--- src/rtl/game_frame_ctrl_if.sv ---
// ---------------------------------------------------------------------------
// game_frame_ctrl_if
// Bundles the frame sequencer's handshake with the game-logic datapath and
// the VGA drawer.
//   master : the sequencer (game_frame_ctrl)
//   slave  : datapath / drawer side
// Signals:
//   start          button level              (slave -> master)
//   finish_game    game-over condition       (slave -> master)
//   finish_drawing drawer done with a layer  (slave -> master)
//   pause          hold the frame wait, only with GAME_FRAME_CTRL_PAUSE_EN
//   update         one-cycle update strobe   (master -> slave)
//   plot, draw     VGA write / drawer run enables
//   layer          index of the layer being drawn
//   game_over      high while the game is over
//   overrun        one-cycle frame overrun pulse
//   frame_count    completed frames since start
// Build option: define GAME_FRAME_CTRL_PAUSE_EN to add the pause signal.
// ---------------------------------------------------------------------------
interface game_frame_ctrl_if #(
  parameter int LAYER_W = 1,
  parameter int FC_W    = 16
);
  logic               start;
  logic               finish_game;
  logic               finish_drawing;
`ifdef GAME_FRAME_CTRL_PAUSE_EN
  logic               pause;
`endif
  logic               update;
  logic               plot;
  logic               draw;
  logic [LAYER_W-1:0] layer;
  logic               game_over;
  logic               overrun;
  logic [FC_W-1:0]    frame_count;

`ifdef GAME_FRAME_CTRL_PAUSE_EN
  modport master (
    input  start, finish_game, finish_drawing, pause,
    output update, plot, draw, layer, game_over, overrun, frame_count
  );
  modport slave (
    output start, finish_game, finish_drawing, pause,
    input  update, plot, draw, layer, game_over, overrun, frame_count
  );
`else
  modport master (
    input  start, finish_game, finish_drawing,
    output update, plot, draw, layer, game_over, overrun, frame_count
  );
  modport slave (
    output start, finish_game, finish_drawing,
    input  update, plot, draw, layer, game_over, overrun, frame_count
  );
`endif
endinterface

--- src/rtl/game_frame_ctrl.sv ---
// ---------------------------------------------------------------------------
// game_frame_ctrl
// Fixed-rate frame sequencer: one update strobe, N_LAYERS handshaked draw
// passes, then a wait on an internal frame-period counter so that frames
// start every FRAME_TICKS cycles. Flags frames whose drawing ran past the
// budget, counts completed frames and restarts from game-over.
// Ports:
//   clock  system clock, rising edge
//   reset  asynchronous active-low reset
//   bus    game_frame_ctrl_if.master (see interface header for signals)
// Build option: GAME_FRAME_CTRL_PAUSE_EN adds bus.pause, which freezes the
// frame-period counter while waiting for the end of the frame.
// ---------------------------------------------------------------------------
module game_frame_ctrl #(
  parameter int N_LAYERS    = 2,
  parameter int LAYER_W     = 1,
  parameter int FRAME_TICKS = 833333,
  parameter int CNT_W       = 20,
  parameter int FC_W        = 16
) (
  input  logic              clock,
  input  logic              reset,
  game_frame_ctrl_if.master bus
);

  typedef enum logic [2:0] {
    S_IDLE       = 3'd0,
    S_START_WAIT = 3'd1,
    S_UPDATE     = 3'd2,
    S_DRAW       = 3'd3,
    S_LAYER_GAP  = 3'd4,
    S_WAIT_FRAME = 3'd5,
    S_END        = 3'd6
  } state_e;

  localparam logic [CNT_W-1:0]   CNT_LAST   = CNT_W'(FRAME_TICKS - 1);
  localparam logic [LAYER_W-1:0] LAYER_LAST = LAYER_W'(N_LAYERS - 1);

  state_e             state_q;
  logic [CNT_W-1:0]   cnt_q;
  logic               late_q;
  logic               overrun_q;
  logic [LAYER_W-1:0] layer_q;
  logic [FC_W-1:0]    fc_q;

  logic cnt_last;
  logic late_now;
  logic pause_w;

  assign cnt_last = (cnt_q == CNT_LAST);
  // Late status as it will be after this edge; used to decide the overrun
  // pulse in the same cycle the last draw pass completes.
  assign late_now = late_q | (cnt_last && (state_q != S_WAIT_FRAME));

`ifdef GAME_FRAME_CTRL_PAUSE_EN
  assign pause_w = bus.pause;
`else
  assign pause_w = 1'b0;
`endif

  // NOTE: all state below updates with non-blocking assignments so every
  // register sees the pre-edge values of the others; later assignments in
  // the same block override earlier defaults (counter/late) deliberately.
  always_ff @(posedge clock or negedge reset) begin
    if (!reset) begin
      state_q   <= S_IDLE;
      cnt_q     <= '0;
      late_q    <= 1'b0;
      overrun_q <= 1'b0;
      layer_q   <= '0;
      fc_q      <= '0;
    end else begin
      overrun_q <= 1'b0;

      // Frame-period counter saturates at the last tick; pause only freezes
      // it while waiting for the frame boundary.
      if (!cnt_last && !((state_q == S_WAIT_FRAME) && pause_w))
        cnt_q <= cnt_q + CNT_W'(1);

      // Hitting the last tick before reaching WAIT_FRAME means drawing
      // overran the budget for this frame.
      if (cnt_last && (state_q != S_WAIT_FRAME))
        late_q <= 1'b1;

      case (state_q)
        S_IDLE: begin
          if (bus.start) state_q <= S_START_WAIT;
        end
        S_START_WAIT: begin
          if (!bus.start) begin
            state_q <= S_UPDATE;
            cnt_q   <= '0;
          end
        end
        S_UPDATE: begin
          late_q <= 1'b0;
          if (bus.finish_game) begin
            state_q <= S_END;
          end else begin
            state_q <= S_DRAW;
            layer_q <= '0;
          end
        end
        S_DRAW: begin
          if (bus.finish_drawing) begin
            if (layer_q == LAYER_LAST) begin
              state_q   <= S_WAIT_FRAME;
              overrun_q <= late_now;
            end else begin
              state_q <= S_LAYER_GAP;
            end
          end
        end
        S_LAYER_GAP: begin
          // One idle cycle gives the drawer a falling edge on draw.
          layer_q <= layer_q + LAYER_W'(1);
          state_q <= S_DRAW;
        end
        S_WAIT_FRAME: begin
          if (cnt_last && !pause_w) begin
            state_q <= S_UPDATE;
            cnt_q   <= '0;
            fc_q    <= fc_q + FC_W'(1);
          end
        end
        S_END: begin
          if (bus.start) begin
            state_q <= S_START_WAIT;
            fc_q    <= '0;
            layer_q <= '0;
          end
        end
        default: state_q <= S_IDLE;
      endcase
    end
  end

  // Moore strobes decoded straight from the state register.
  assign bus.update      = (state_q == S_UPDATE);
  assign bus.plot        = (state_q == S_DRAW);
  assign bus.draw        = (state_q == S_DRAW);
  assign bus.game_over   = (state_q == S_END);
  assign bus.overrun     = overrun_q;
  assign bus.layer       = layer_q;
  assign bus.frame_count = fc_q;

endmodule

--- src/flat_wrapper.sv ---
// flat-port wrapper written by rule: the top's interface ports become plain ports
module game_frame_ctrl_flat 
#(
  parameter int N_LAYERS    = 2,
  parameter int LAYER_W     = 1,
  parameter int FRAME_TICKS = 833333,
  parameter int CNT_W       = 20,
  parameter int FC_W        = 16
)
  (clock, reset, bus_start, bus_finish_game, bus_finish_drawing, bus_update, bus_plot, bus_draw, bus_layer, bus_game_over, bus_overrun, bus_frame_count);
  game_frame_ctrl_if #(.LAYER_W(LAYER_W), .FC_W(FC_W)) bus_i ();
  input  logic clock;
  input  logic reset;
  input wire logic [$bits(bus_i.start)-1:0] bus_start;
  input wire logic [$bits(bus_i.finish_game)-1:0] bus_finish_game;
  input wire logic [$bits(bus_i.finish_drawing)-1:0] bus_finish_drawing;
  output wire logic [$bits(bus_i.update)-1:0] bus_update;
  output wire logic [$bits(bus_i.plot)-1:0] bus_plot;
  output wire logic [$bits(bus_i.draw)-1:0] bus_draw;
  output wire logic [$bits(bus_i.layer)-1:0] bus_layer;
  output wire logic [$bits(bus_i.game_over)-1:0] bus_game_over;
  output wire logic [$bits(bus_i.overrun)-1:0] bus_overrun;
  output wire logic [$bits(bus_i.frame_count)-1:0] bus_frame_count;
  assign bus_i.start = bus_start;
  assign bus_i.finish_game = bus_finish_game;
  assign bus_i.finish_drawing = bus_finish_drawing;
  assign bus_update = bus_i.update;
  assign bus_plot = bus_i.plot;
  assign bus_draw = bus_i.draw;
  assign bus_layer = bus_i.layer;
  assign bus_game_over = bus_i.game_over;
  assign bus_overrun = bus_i.overrun;
  assign bus_frame_count = bus_i.frame_count;
  game_frame_ctrl #(.N_LAYERS(N_LAYERS), .LAYER_W(LAYER_W), .FRAME_TICKS(FRAME_TICKS), .CNT_W(CNT_W), .FC_W(FC_W)) u_core (.clock(clock), .reset(reset), .bus(bus_i));
endmodule
--- config.mk ---
export PLATFORM = sky130hd
export DESIGN_NAME = game_frame_ctrl_flat
export DESIGN_NICKNAME = d
export VERILOG_FILES = /design/src/rtl/game_frame_ctrl_if.sv /design/src/rtl/game_frame_ctrl.sv /design/src/flat_wrapper.sv
export SDC_FILE = /design/constraint.sdc
export NUM_CORES = 1
export LEC_CHECK = 0
export CAP_MARGIN = 30
export CELL_PAD_IN_SITES_DETAIL_PLACEMENT = 1
export CELL_PAD_IN_SITES_GLOBAL_PLACEMENT = 2
export CORE_MARGIN = 4
export CORE_UTILIZATION = 36
export CTS_BUF_LIST = sky130_fd_sc_hd__clkbuf_8
export DETAILED_ROUTE_END_ITERATION = 6
export HOLD_SLACK_MARGIN = 0.03
export PLACE_DENSITY_LB_ADDON = 0.1
export SLEW_MARGIN = 20
export SYNTH_ARGS = -nofsm -noshare
export SYNTH_HDL_FRONTEND = slang
export SYNTH_SLANG_ARGS = --single-unit
--- constraint.sdc ---
create_clock -name clock -period 3.25 [get_ports clock]
set_clock_uncertainty 0.1 [all_clocks]
set_input_delay 0.65 -clock clock [delete_from_list [all_inputs] [get_ports clock]]
set_output_delay 0.65 -clock clock [all_outputs]
set_load 0.01 [all_outputs]
### Word level (Yosys, flattened, before mapping)

Index checks and enable logic that the tools add are counted.

* multiplexer cells: 22
* add/subtract/negate cells: 3
* bitwise operators: 1
* eq/ne operators: 14
* reductions and logical operators: 9

Operators by type and width (number)
* 2-to-1 mux 20 bit: 3
* one-hot mux 20 bit (2 select lines): 1
* 2-to-1 mux 16 bit: 2
* one-hot mux 16 bit (2 select lines): 1
* adder 20 x 1 -> 20 bit (second input constant): 1
* == test 20 bit (second input constant): 1
* one-hot mux 3 bit (6 select lines): 1
* adder 16 x 1 -> 16 bit (second input constant): 1
* 2-to-1 mux 3 bit: 5
* == test 3 bit (second input constant): 3
* 2-to-1 mux 1 bit: 8
* != test 2 bit (second input constant): 4
* == test 3 x 2 -> 1 bit (second input constant): 2
* AND reduction 3 bit: 2
* != test 2 x 1 -> 1 bit (second input constant): 2
* AND reduction 4 bit: 1
* nonzero test 2 bit: 2
* == test 3 x 1 -> 1 bit (second input constant): 1
* logical NOT 3 bit: 1
* != test 3 bit (second input constant): 1
* one-hot mux 1 bit (3 select lines): 1
* nonzero test 3 bit: 1
* OR reduction 2 bit: 1
* adder 1 bit (second input constant): 1
* other kinds (2): 2

* word-level logic and storage cells: 55
* input bits: 5
* output and inout bits: 22
* register bits: 42

### Longest topological paths before layout

Gate-level depths: netlist (run 1).

* word-level depth: 6
* depth in mapped cells: 8
* depth with buffers taken out: 8

### Worst setup path after synthesis (run 1)

Ideal clock, no wire load.

* kind: flip-flop to flip-flop
* from: register u_core.cnt_q[0]
* to: register u_core.fc_q[11], in the netlist u_core.bus.frame_count[11]
* setup slack: 0.813 ns
* path buffers: 1
* data arrival time: 2.271 ns
* library setup time: 0.067 ns
* period minus slack after synthesis: 2.437 ns
* stages on the path, launching flop included: 8
* required time: 3.083 ns
* cell sequence: dfrtp_1 > inv_1 > ha_1 > or4b_4 > or4_4 > buf_6 > or4_1 > nand2_1

* word-level cells in the longest chain between the ends: 3

Ends and longest elaborated chain
* start, declared: line game_frame_ctrl.sv:40 `logic [CNT_W-1:0] cnt_q;`
* start signal, assigned: line game_frame_ctrl.sv:78 `cnt_q <= cnt_q + CNT_W'(1);`
* == test 20 bit: line game_frame_ctrl.sv:50 `assign cnt_last = (cnt_q == CNT_LAST);`
* != test 2 x 1 -> 1 bit (no source line)
* AND reduction 3 bit (no source line)
* end signal, assigned: line game_frame_ctrl.sv:123 `fc_q <= fc_q + FC_W'(1);`
* end, declared: line game_frame_ctrl.sv:44 `logic [FC_W-1:0] fc_q;`

Every way passes these cells.
A chain may end at the register's enable or synchronous reset.

### Worst setup path after layout (run 1)

* from: register u_core.state_q[0]
* to: output bus_game_over

* word-level cells in the longest chain between the ends: 1

Ends and longest elaborated chain
* start, declared: line game_frame_ctrl.sv:39 `state_e state_q;`
* start signal, assigned: line game_frame_ctrl.sv:66 `state_q <= S_IDLE;`
* start signal, assigned: line game_frame_ctrl.sv:87 `if (bus.start) state_q <= S_START_WAIT;`
* start signal, assigned: line game_frame_ctrl.sv:91 `state_q <= S_UPDATE;`
* == test 3 bit: line game_frame_ctrl.sv:142 `assign bus.game_over = (state_q == S_END);`
* end, declared: line flat_wrapper.sv:21 `output wire logic [$bits(bus_i.game_over)-1:0] bus_game_over;`

Every way passes these cells.

==> flow_summary.ini, run 1 <==
[synthesis]
yosys-top-cells-count = dfrtp_1, nand2_1, nor2_1
syn_avg_cell_area_um2 = 8.89
netlist.area_leader.share_pct = 43.0
synth-seq-cells = 42
synth_largest_area_cell = dfrtp_1
synth_cell_types = 44
yosysMostFrequentCell = dfrtp_1
ys.flop_type = dfrtp_1
async_reset_ff_share_pct = 100
synth_edf_count = 0
ys_seq_area_share_pct = 43.0
syn-num-nets = 284
synth_area_leaders = dfrtp_1, nand2_1, xnor2_1, nand3_1, a21oi_1
synth_cells = 275
netlist_area_um2 = 2440
yosys_warnings = 0

[clock_network]
postCtsSetupBuffers = 0
cts_tree = built
clkLatencyLatePin_ns = 0.30
post_cts_resized = 0
cts.sinks = 42
root_buffer = clkbuf_8
cts_max_path_buffers = 2
h-tree-depth = 2
cts-hold-fix-buffers = 0
cts-buffers-inserted = 5
path_clk_slew_ns = 0.08

[sta]
tns_ns = 0
worstMarginPinSlew_ns = 0.697
rsz0062_at_grt = no
fmax_ghz = 0.365
maxSlewHeadroom_pct = 52.9
final-setup-viol-count = 0
final_max_slew_viol_count = 0
finalCritPeriodShare_pct = 84.3
fin_crit_ns = 2.74
hold_viol = 0

[setup_path]
critPathLaunchType = flip-flop
crit_chain = nand3b_1 -> inv_1 -> clkdlybuf4s50_1
critPathKind = flip-flop to output port
cp_slowest_stage_delay_ns = 0.56
path_buf_inv = 2
crit_path_end_kind = output port
cp_top_family = buffers and inverters
critPathSlowestCell = clkdlybuf4s50_1
worstPathMaxFanout = 15
required_ns = 2.50
critical_path_arrival_ns = 1.99

[power]
irDropWorstVdd_uv = 336
power_leakage_nw = 1.14
p_per_area_nw_per_um2 = 659

[placement]
port_buffers = 26
gp_congestion = 0.743
place_hpwl_um = 4710

[global_route]
top_usage_layer = met2
grt_pass1_wl_um = 11500
overflow = 0
grt_pass1_vias = 2283
grt_usage_pct = 17.0
met1_usage_pct = 23.5
gr-usage-met2_pct = 27.4
grtUsageMet3_pct = 2.67
antenna_found_initial = 0
grt_max_degree = 23

[floorplanning]
core.rowCount = 29
ioPinCount = 27
dieArea_um2 = 8170
start_util_pct = 37.9
die_h_um = 90.4
core_um2 = 6460
die_w_um = 90.4

[detailed_routing]
ant_nets = 0
drc_errors = 0
avgViaCountPerCell = 5.78
drt_iter0_drc = 82
vias = 2173
routedWlPerCell_um = 17.4
wl_um = 6550
dr.pass1.iters = 4

[finish]
area_delta_synth_final_pct = 17.6
layout.nets = 307
final_layout_size_suffix_gt1_share_pct = 7.36
antennaDiodeCount = 0
nFillCells = 763
final_util_pct = 44.5

[worst_hold_path]
hp-class = input port to async pin

[run]
drv_cap = 0

[status]
status = finished clean
## metrics by stage
stage	instance area [µm²]	total power [W]	cells	worst slack (ns)	hold slack [ns]
final	2870	0.00189	376	0.509	0.239
after global routing	2870	0.00204	376	0.371	0.277
after CTS	2870	0.00191	376	0.505	0.254
after detailed placement	2780	0.00155	368	0.710	0.374
after global placement	2760	0.00153	367	0.755	0.360
after floorplan	2440	0.00123	275	0.813	0.254
## kinds of logic (layout without fill, tap and decap cells)
logic type,after synthesis,in the layout,share of synthesized area (%)
xor gates and xnor gates,13,13,4.66
and+or+nand+nor,136,136,30.5
muxes,9,9,3.74
DFF,42,42,43.0
AOI/OAI and AO/OA,50,50,12.4
adders and majority gates,4,4,2.05
buffers and inverters,21,45,3.68
## sequential cells by signal (all words and copies together) (netlist names)
signal and count:
u_core.bus.overrun 1, u_core.cnt_q 20, u_core.late_q 1, u_core.bus.frame_count 16
u_core.state_q 3, u_core.bus.layer 1
## power by group
part           switching, W  internal [W]  leakage [nW]
Sequential         0.000197      0.000633         0.553
Clock              0.000187      0.000169        0.0524
Combinational      0.000339      0.000368         0.536
## cells in the final DEF, fill, tap and decap left out, types with 2 or more instances in the layout
| master | instances |
|---|---|
| a21oi_1 | 16 |
| a31oi_1 | 3 |
| and2_1 | 3 |
| and3_1 | 4 |
| and4_1 | 6 |
| buf_4 | 3 |
| clkbuf_8 | 6 |
| clkdlybuf4s50_1 | 25 |
| dfrtp_1 | 42 |
| ha_1 | 4 |
| inv_1 | 8 |
| mux2i_1 | 8 |
| nand2_1 | 27 |
| nand3_1 | 19 |
| nand3b_1 | 2 |
| nand4_1 | 10 |
| nor2_1 | 21 |
| nor2b_1 | 2 |
| nor3_1 | 10 |
| nor4_1 | 4 |
| nor4bb_1 | 2 |
| o2111ai_1 | 2 |
| o211ai_1 | 4 |
| o21a_1 | 2 |
| o21ai_0 | 14 |
| o31ai_1 | 2 |
| or2_2 | 7 |
| or3_1 | 8 |
| or4_1 | 6 |
| xnor2_1 | 11 |
| xor2_1 | 2 |
## final timing paths
| path | start | end | slack (ns) | cells past startpoint |
|---|---|---|---|---|
| max in group asynchronous | reset | u_core.bus.layer | 2.30 | 2 |
| min in group clock | u_core.late_q | u_core.late_q | 0.38 | 2 |
| worst max-delay path | u_core.state_q[0] | bus_game_over | 0.51 | 3 |
| worst min register to register | u_core.late_q | u_core.late_q | 0.38 | 2 |
| worst max register to register | u_core.cnt_q[0] | u_core.bus.frame_count[9] | 0.70 | 6 |
| worst min-delay path | reset | u_core.cnt_q[18] | 0.24 | 1 |
## metal layers
metal	routed length (µm)	vias up
met5	0	-
met4	80	0
met3	187	9
met2	3090	33
met1	3190	1077
li1	-	1054
## final cells by class
type	instances	area, µm²	share of cell area, %
clock buffer	6	82.6	2.87
clock inverter	2	8.76	0.305
inverter	7	26.3	0.914
multi-input combinational	212	1300	45.4
sequential	42	1050	36.6
tap	77	96.3	3.35
timing repair buffer	30	305	10.6
No activity file was read; power rests on OpenSTA's default activity.
==> run 2, diff against run 1 <==
==> constraint.sdc (replaced) <==
create_clock -name clock -period 2.55 [get_ports clock]
set_clock_uncertainty 0.1 [all_clocks]
set_input_delay 0.51 -clock clock [delete_from_list [all_inputs] [get_ports clock]]
set_output_delay 0.51 -clock clock [all_outputs]
set_load 0.01 [all_outputs]
==> flow_summary.ini, run 2 (synthesis gave the netlist of run 1 again) <==
[finish]
multi_input_area_um2 = 1310
layout.nets = 322
fin_area_um2 = 2980
largest_reg_flops = 20
largest_register = u_core.cnt_q
final_cells = 391
final_util_pct = 46.1
nFillCells = 759
final_layout_size_suffix_gt1_share_pct = 12.4
final_cell_mix = dfrtp_1, nand2_1, clkdlybuf4s50_1
area_delta_synth_final_pct = 21.8
final_common_cell = dfrtp_1
seq_area_um2 = 1050
antennaDiodeCount = 0

[detailed_routing]
drt_iter0_drc = 74
wl_um = 6820
avgViaCountPerCell = 5.62
drc_errors = 0
wl_met1_um = 3320
wl_met2_um = 3300
vias = 2199
routedWlPerCell_um = 17.4
ant_nets = 0
top_layer = met4
dr.pass1.iters = 4
wl_met3_um = 153

[power]
switching_power_w = 0.000941
clockPowerShare_pct = 17.7
irDropWorstVdd_uv = 586
seqPwrFrac_pct = 41.3
swShare_pct = 38.1
power_leakage_nw = 1.21
internal-power_w = 0.00153
p_per_area_nw_per_um2 = 830
pwr-share-comb_pct = 40.9

[setup_path]
crit_chain = inv_1 -> ha_1 -> or4b_4 -> or4_4 -> or4_1 -> a21oi_1
critPathLaunchType = flip-flop
cp_top_family = simple AND/OR/NAND/NOR gates
cp_slowest_stage_delay_ns = 0.51
required_ns = 2.67
worstPathMaxFanout = 12
critPathSlowestCell = or4_4
critical_path_arrival_ns = 2.55
path_buf_inv = 1
ff2ff_setup_slack_ns = 0.13
critPathKind = flip-flop to flip-flop
crit_path_end_kind = flip-flop

[global_route]
grt_usage_pct = 17.8
grt_pass1_vias = 2351
overflow = 0
grt_pass1_wl_um = 11900
grt_max_degree = 43
antenna_found_initial = 0

[worst_hold_path]
hp-class = input port to async pin

[placement]
gp_congestion = 0.811
dpl_cell_area_um2 = 2890
post-place-cells = 383
port_buffers = 26
place_hpwl_um = 4990
dp_slack_ns = 0.0335

[floorplanning]
dieArea_um2 = 8170
start_util_pct = 37.9
die_w_um = 90.4
ioPinCount = 27
core_um2 = 6460
core.rowCount = 29
die_h_um = 90.4

[status]
status = finished clean

[clock_network]
cts.sinks = 42
path_clk_slew_ns = 0.09
cts-buffers-inserted = 5
clkLatencyLatePin_ns = 0.29
h-tree-depth = 2
cts_tree = built
cts_max_path_buffers = 2
root_buffer = clkbuf_8
postCtsSetupBuffers = 0

[run]
drv_cap = 0

[sta]
final_max_slew_viol_count = 0
fmax_ghz = 0.413
worstMarginPinSlew_ns = 0.443
maxSlewHeadroom_pct = 70.2
rsz0062_at_grt = yes
fin_crit_ns = 2.42
worst_slack_ns = 0.128
whs_ns = 0.0761
hold_viol = 0
final-setup-viol-count = 0
finalCritPeriodShare_pct = 95.0
==> run 2: final timing paths <==
kind	startpoint	to	cells past startpoint
max in group asynchronous	reset	u_core.state_q[1]	2
max	u_core.cnt_q[0]	u_core.bus.frame_count[9]	6
min	reset	u_core.cnt_q[18]	2
max reg2reg	u_core.cnt_q[0]	u_core.bus.frame_count[9]	6
min in group clock	u_core.late_q	u_core.late_q	2
min reg2reg	u_core.late_q	u_core.late_q	2
==> run 2: area by class of cell <==
class                      instances  area share [%]
tap                               77            3.24
timing repair buffer              45            13.8
clock inverter                     3           0.588
sequential                        42            35.3
inverter                           7           0.882
multi-input combinational        212            43.9
clock buffer                       5            2.31
==> run 2: per-stage QoR <==
step,total power (W),TNS (ns)
6_report,0.00247,0
5_1_grt,0.00269,-0.0198
4_1_cts,0.00251,0
3_5_place_dp,0.00205,0
3_3_place_gp,0.00203,0
2_1_floorplan,0.00157,0
==> run 2: worst reg2reg max path, delay by kind of cell (launching register included) <==
family / cells / cell delay [ns]
AOI/OAI and AO/OA: 1 / 0.15
adders and majority gates: 1 / 0.15
DFF: 1 / 0.39
buffers and inverters: 1 / 0.08
and+or+nand+nor: 3 / 1.47
==> run 2: routing by layer <==
metal | vias to the layer above | track usage (%)
li1 | 1082 | -
met1 | 1087 | 24.3
met2 | 26 | 29.4
met3 | 4 | 3.17
met4 | 0 | 4.21
met5 | - | 0
==> run 2: timing repair <==
item / 4_1_cts / 5_1_grt
setup endpoints to repair: 2 / 4
cloned: 0 / 0
gates resized for setup: 1 / 1
pin swaps: 1 / 0
hold buffers: 0 / 0
==> run 2: power groups by stage <==
| stage | Sequential [W] | Clock (W) | Combinational [W] |
|---|---|---|---|
| after floorplan | 0.000994 | 0 | 0.000578 |
| after global placement | 0.00102 | 0 | 0.00101 |
| after detailed placement | 0.00103 | 0 | 0.00102 |
| after CTS | 0.00102 | 0.000457 | 0.00103 |
| after global routing | 0.00106 | 0.000496 | 0.00113 |
| final | 0.00102 | 0.000439 | 0.00101 |
